[src/rtl/mult_div_pkg.sv]
// Shared definitions for the multiply/divide sequencer: FSM states,
// op encodings and step-counter sizing.
package mult_div_pkg;

  localparam int N_STEPS_DEFAULT = 32;
  localparam int STEP_W          = 6;

  localparam logic OP_MULT = 1'b0;
  localparam logic OP_DIV  = 1'b1;

  typedef enum logic [2:0] {
    IDLE  = 3'd0,
    LOAD  = 3'd1,
    RUN   = 3'd2,
    WRITE = 3'd3,
    DZ    = 3'd4
  } md_state_t;

endpackage

[src/rtl/md_step_counter.sv]
// Iteration counter for the mult/div sequencer. Clear has priority over
// enable; the count saturates at the terminal value so it never wraps.
module md_step_counter
  import mult_div_pkg::*;
#(
  parameter int N_STEPS = N_STEPS_DEFAULT
) (
  input  logic              clock,
  input  logic              reset,
  input  logic              clear,
  input  logic              enable,
  output logic [STEP_W-1:0] count,
  output logic              tc
);

  // Terminal count marks the last iteration of an operation.
  assign tc = (count == STEP_W'(N_STEPS - 1));

  // Count iterations; hold at terminal count until the next clear.
  always_ff @(posedge clock or negedge reset) begin
    if (!reset) begin
      count <= '0;
    end else if (clear) begin
      count <= '0;
    end else if (enable && !tc) begin
      count <= count + 1'b1;
    end
  end

endmodule

[src/rtl/mult_div_ctrl.sv]
// Multiply/divide sequencer for the multi-cycle MIPS core.
// Takes a MULT/DIV request, walks the datapath through load, N_STEPS
// iterations and a HI/LO commit, stalls MFHI/MFLO while busy and flags
// divide-by-zero instead of committing.
// Optional build macro MD_ABORT_EN adds an 'abort' input that flushes an
// operation in LOAD or RUN without committing.
//
// Handshake: start is a single-cycle request honoured only in IDLE; a start
// in any other state is dropped (not queued). done and div_zero are
// single-cycle completion pulses; stall = hilo_read & busy.
module mult_div_ctrl
  import mult_div_pkg::*;
#(
  parameter int N_STEPS = N_STEPS_DEFAULT
) (
  input  logic              clock,
  input  logic              reset,
  input  logic              start,
  input  logic              op,
  input  logic [31:0]       divisor_in,
  input  logic              hilo_read,
`ifdef MD_ABORT_EN
  input  logic              abort,
`endif
  output logic              md_load,
  output logic              md_step,
  output logic              md_control,
  output logic [STEP_W-1:0] step_idx,
  output logic              hilo_wr,
  output logic              busy,
  output logic              stall,
  output logic              done,
  output logic              div_zero,
  output logic [2:0]        state_dbg
);

  md_state_t         state;
  logic [STEP_W-1:0] count;
  logic              tc;
  logic              abort_req;

`ifdef MD_ABORT_EN
  assign abort_req = abort;
`else
  assign abort_req = 1'b0;
`endif

  // Counter is cleared while loading and advances only while iterating.
  md_step_counter #(
    .N_STEPS (N_STEPS)
  ) u_counter (
    .clock  (clock),
    .reset  (reset),
    .clear  (state == LOAD),
    .enable (state == RUN),
    .count  (count),
    .tc     (tc)
  );

  // Index is only meaningful while stepping; otherwise held at zero.
  assign step_idx  = md_step ? count : '0;
  assign stall     = hilo_read & busy;
  assign state_dbg = state;

  // Sequencer FSM with registered strobes computed alongside the next state.
  always_ff @(posedge clock or negedge reset) begin
    if (!reset) begin
      state      <= IDLE;
      md_control <= OP_MULT;
      md_load    <= 1'b0;
      md_step    <= 1'b0;
      hilo_wr    <= 1'b0;
      done       <= 1'b0;
      div_zero   <= 1'b0;
      busy       <= 1'b0;
    end else begin
      md_load  <= 1'b0;
      md_step  <= 1'b0;
      hilo_wr  <= 1'b0;
      done     <= 1'b0;
      div_zero <= 1'b0;
      case (state)
        IDLE: begin
          if (start) begin
            md_control <= op;
            if (op == OP_DIV && divisor_in == '0) begin
              state    <= DZ;
              div_zero <= 1'b1;
            end else begin
              state   <= LOAD;
              md_load <= 1'b1;
              busy    <= 1'b1;
            end
          end
        end
        LOAD: begin
          if (abort_req) begin
            state <= IDLE;
            busy  <= 1'b0;
          end else begin
            state   <= RUN;
            md_step <= 1'b1;
          end
        end
        RUN: begin
          if (abort_req) begin
            state <= IDLE;
            busy  <= 1'b0;
          end else if (tc) begin
            state   <= WRITE;
            hilo_wr <= 1'b1;
            done    <= 1'b1;
          end else begin
            md_step <= 1'b1;
          end
        end
        WRITE: begin
          state <= IDLE;
          busy  <= 1'b0;
        end
        DZ: begin
          state <= IDLE;
        end
        default: begin
          state <= IDLE;
          busy  <= 1'b0;
        end
      endcase
    end
  end

endmodule

[config.mk]
export PLATFORM = sky130hd
export DESIGN_NAME = mult_div_ctrl
export DESIGN_NICKNAME = d
export VERILOG_FILES = /design/src/rtl/mult_div_pkg.sv /design/src/rtl/md_step_counter.sv /design/src/rtl/mult_div_ctrl.sv
export SDC_FILE = /design/constraint.sdc
export NUM_CORES = 1
export LEC_CHECK = 0
export ABC_AREA = 1
export BUFFER_PORTS_ARGS = -buffer_cell sky130_fd_sc_hd__buf_2
export CORE_MARGIN = 5
export CORE_UTILIZATION = 35
export DETAILED_ROUTE_END_ITERATION = 10
export PLACE_DENSITY = 0.71
export SETUP_SLACK_MARGIN = 0.1
export SYNTH_ARGS = -nofsm -noshare
export SYNTH_HDL_FRONTEND = slang
export SYNTH_SLANG_ARGS = --single-unit
[constraint.sdc]
create_clock -name clock -period 1.35 [get_ports clock]
set_input_delay 0.0675 -clock clock [delete_from_list [all_inputs] [get_ports clock]]
set_output_delay 0.0675 -clock clock [all_outputs]
set_load 0.05 [all_outputs]
After elaboration in Yosys (flattened, before gate mapping):

Cells that the tools add are included.

* input bits: 37
* output and inout bits: 17
* word-level logic and storage cells: 48
* register bits: 15

* reductions and logical operators: 10
* add/sub/neg operators: 1
* equality and inequality tests: 7
* multiplexer cells: 20
* bitwise logic cells: 2

Operator list (number)
* $logic_not 32->1: 1
* $mux 6: 3
* $mux 1: 11
* $mux 3: 3
* $pmux 3 s3: 1
* $add 6x1->6 const B: 1
* $eq 6x5->1 const B: 1
* $ne 2x2->1 const B: 3
* $pmux 1 s2: 2
* $reduce_and 2->1: 2
* $eq 3x1->1 const B: 1
* $eq 3x2->1 const B: 1
* $eq 3x3->1 const B: 1
* $logic_not 3->1: 1
* $reduce_and 3->1: 1
* $reduce_or 3->1: 1
* $logic_and 1x1->1: 2
* $reduce_bool 2->1: 1
* $and 1x1->1: 1
* $logic_not 1->1: 1
* $not 1->1: 1

Depth between registers and ports, before layout:

* depth in word-level cells: 5
* depth in mapped cells: 10
* mapped depth without buffers: 10

Cells and area by module:

From an unflattened synthesis, not the netlist that was laid out.

* cell total of the unflattened synthesis: 129
* area total of the unflattened synthesis: 920.9 sq um

Modules (own cells, without submodules)
* mult_div_ctrl: instances 1, area an instance 550.5 sq um, sequential area each 225.2 sq um, cells each 80
* md_step_counter: instances 1, area an instance 370.4 sq um, sequential area each 150.1 sq um, cells each 49

Least setup slack after synthesis:

No wires, ideal clock.

* path type: register -> register
* start: register state[1] (netlist: state_dbg[1])
* end: register u_counter.count[5]
* cell stages (with the launch flop): 8
* path slack: -186 ps
* buffers on the path: 0
* data required time: 1232 ps
* library setup time: 118 ps
* period minus slack after synthesis: 1536 ps
* data arrival time: 1418 ps
* path through: dfrtp_1 inv_1 nor3_4 nand2_4 nor2_4 nand2_2 o21ai_1 nor2_1

* longest elaborated chain between the ends: 3
* elaborated cells between the ends (all ways): 5
* classes of those cells: 2 x eq/ne; 1 x mux; 2 x reduce/logical

RTL lines
* from (decl): line mult_div_ctrl.sv:37 `md_state_t state;`
* from (signal assigned): line mult_div_ctrl.sv:68 `state <= IDLE;`
* from (signal assigned): line mult_div_ctrl.sv:87 `state <= DZ;`
* from (signal assigned): line mult_div_ctrl.sv:90 `state <= LOAD;`
* $eq 3x2->1: line mult_div_ctrl.sv:55 `.enable (state == RUN),`
* $logic_and 1x1->1: line md_step_counter.sv:25 `end else if (enable && !tc) begin`
* $reduce_bool 2->1 (no line)
* to (signal assigned): line md_step_counter.sv:26 `count <= count + 1'b1;`
* to (decl): line md_step_counter.sv:12 `output logic [STEP_W-1:0] count,`

Parallel ways exist; a longest one is shown, timed or not.
A chain may end at the register's enable or synchronous reset.

Final worst setup path:

* start: register u_counter.count[0]
* end: register u_counter.count[0]

* longest elaborated chain between the ends: 4
* elaborated cells between the ends (all ways): 7
* classes of those cells: 1 x add/sub; 1 x eq/ne; 2 x mux; 3 x reduce/logical

RTL lines
* branches (longest 4 deep; another with $add 6x1->6)

Several ways; the timed one is not identified. The select of a mux whose other input is x is not followed.

==> results.cfg <==
[status]
status = finished with violations
violations = setup timing

[finish]
final_nets = 220
area_growth_syn_to_layout_pct = 54.2
postLayoutCoreUtil_pct = 57.6
fillers = 230
n_antenna_cell = 0
drive_gt1_share_pct = 46.4

[place]
place_congestion = 0.780
hpwl_um = 1820
port_buffers = 53

[synth]
synth_cells = 115
synth_compound_area_share_pct = 8.17
synthAdderAreaFrac_pct = 1.49
yosysSeqAreaShare_pct = 44.6
syn-cell-area_um2 = 842
ys_warn_count = 0
ys_seq_elements = 15
synthSimpleGateAreaFrac_pct = 36.3
synth_top_family_by_area = simple AND/OR/NAND/NOR gates
synth_xor_area_share_pct = 1.04
synth_nets = 153
synth_cell_types = 22
synthMuxAreaShare_pct = 0
synth_area_per_cell_um2 = 7.32

[setup_path]
critPathSlowestCell = dfrtp_1
worstPathRequired_ns = 1.56
crit_chain = ha_4 -> nand2_4 -> inv_4 -> nand3_4 -> nand2_4 -> buf_4 -> xor2_1 -> a31oi_1
cpMostUsedCell = nand2_4
max_stage_delay_ns = 0.42
crit_path_end_kind = flip-flop
crit_type = reg2reg
critPathLaunchType = flip-flop
timing.critical_path.fanout_max = 7
cp.arrival_ns = 1.56

[timing]
fin_ws_ns = -0.00404
fin_skew_ns = 0.00645
hold_viol = 0
finalMaxSlewViolations = 0
worstMarginPinSlew_ns = 0.349
min_period_over_period_pct = 100
setup_viol = 1
rsz0062_at_grt = true
fin_crit_ns = 1.35
max_slew_margin_pct = 76.7
hold_slack_ns = 0.0484
timing.fmax_mhz = 739

[power_and_ir_drop]
peakVddDrop_v = 0.000994
cellLeakagePower_nw = 0.743
power_density_nw_per_um2 = 1790

[cts]
clkTransAtPathRegs_ns = 0.08
cts_made_buffers = 3
cts-root-buf = clkbuf_4
cts_tree = built
htree_num_levels = 1
cts.sinks = 15
clock_path_buffers = 2
clk-insertion-delay-late_ns = 0.28

[job]
drv_cap = 0

[global_routing]
antenna_found_initial = 0
globalRouteTotalUtil_pct = 13.7
grt_pass1_vias = 929
overflow = 0
grt_pass1_wl_um = 3690
grt_max_degree = 16

[drt]
routed_wl_um = 2290
wire_per_inst_um = 11.0
drc = 0
firstDrtPassIters = 3
antenna_left = 0
via_per_inst = 4.53
vias = 947
drt_iter0_markers = 25

[min_path]
hold_class = in2reg

[floorplanning]
die_width_um = 59.1
fp.dieH_um = 59.1
fp.dieArea_um2 = 3490
ios = 54
start_util_pct = 37.3
core_area_um2 = 2250
rows = 17
-- per-stage QoR --
step           TNS [ns]  area [um^2]  worst slack, ns  power (W)  cells
2_1_floorplan         0          848           0.0103    0.00154    115
3_3_place_gp          0         1160           0.0569    0.00185    198
3_5_place_dp    -0.0387         1160          -0.0387    0.00189    198
4_1_cts               0         1230          0.00506    0.00219    206
5_1_grt          -0.153         1300          -0.0636    0.00249    209
6_report       -0.00404         1300         -0.00404    0.00233    209
-- layout make-up --
type | count | area, um^2 | area share (%)
flip-flops and latches | 15 | 379 | 29.2
well taps | 28 | 35.0 | 2.70
repair buffers | 63 | 355 | 27.4
clock buffers | 4 | 26.3 | 2.02
inverters | 17 | 66.3 | 5.11
multi-input cells | 82 | 437 | 33.6
-- cells in the final DEF (no fill, tap or decap), drive strengths merged --
master / n
xor2: 1
ha: 1
dfrtp: 15
o21ai: 7
or2: 1
nor2: 25
nor3: 4
nand4: 1
nand3: 8
a21oi: 4
a31oi: 1
buf: 62
o21bai: 1
inv: 17
clkbuf: 4
nand2: 28
dlygate4sd3: 1
-- critical path: cells and delay by family (launching register included) --
kind,cells,cell delay [ns]
compound gates,1,0.13
fa+ha+maj,1,0.19
simple gates,3,0.23
xor+xnor,1,0.13
buf+inv,2,0.18
flops,1,0.42
-- repair_timing --
item,4_1_cts,5_1_grt
hold endpoints to repair,15,0
pin swaps,4,5
gates resized for setup,4,14
endpoints found under the setup margin,5,14
buffers inserted,3,4
hold buffers,1,0
-- registers in the layout (all words and copies together), names as in the netlist --
register / cells
u_counter.count: 6
state_dbg: 3
busy: 1
div_zero: 1
done: 1
md_control: 1
md_load: 1
md_step: 1
-- where the power goes --
group / total, W / leakage [nW] / switching, W / internal, W
logic: 0.00135 / 0.535 / 0.000876 / 0.000471
registers: 0.000727 / 0.193 / 0.000143 / 0.000584
clock network: 0.000255 / 0.0150 / 0.000141 / 0.000115
total: 0.00233 / 0.743 / 0.00116 / 0.00117
-- logic make-up after synthesis --
| family | after synthesis |
|---|---|
| adder cells (fa/ha/maj) | 1 |
| XOR/XNOR | 1 |
| AND/OR/NAND/NOR | 67 |
| buffers and inverters | 18 |
| flip-flops | 15 |
| AO/OA/AOI/OAI | 13 |
-- routing by layer --
layer	routed length (um)	GRT usage, %
met1	869	14.9
met5	0	0
met4	38	5.83
met3	244	3.05
met2	1140	25.4
-- synthesized netlist by cell type --
library cell,instances,area (um^2)
nand2_1,26,97.6
a21oi_1,4,20.0
a31oi_1,1,6.26
dfrtp_1,15,375
inv_1,16,60.1
nand4_1,1,6.26
xor2_1,1,8.76
o21ai_0,6,30.0
ha_1,1,12.5
nand2_2,1,6.26
buf_4,1,7.51
nor2_4,1,11.3
o21ai_1,1,5.00
or2_2,1,6.26
nor2_1,24,90.1
o21bai_1,1,7.51
inv_2,1,3.75
nand2_4,1,11.3
nand3_2,1,10.0
nor3_4,1,16.3
nand3_1,7,35.0
nor3_1,3,15.0
-- worst paths after layout --
| kind | startpoint | end | slack (ns) | depth (start not counted) |
|---|---|---|---|---|
| worst max-delay path | u_counter.count[0]$_DFFE_PN0P_ | u_counter.count[0]$_DFFE_PN0P_ | -0.004 | 8 |
| worst min-delay path | start | md_load$_DFF_PN0_ | 0.05 | 3 |
| worst max register to register | u_counter.count[0]$_DFFE_PN0P_ | u_counter.count[0]$_DFFE_PN0P_ | -0.004 | 8 |
| worst min register to register | md_control$_DFFE_PN0P_ | md_control$_DFFE_PN0P_ | 0.51 | 2 |
| max in group asynchronous | reset | state_dbg[1]$_DFFE_PN0P_ | 0.86 | 2 |
| min in group asynchronous | reset | md_step$_DFF_PN0_ | 0.21 | 2 |
(Power assumes the default switching activity.)
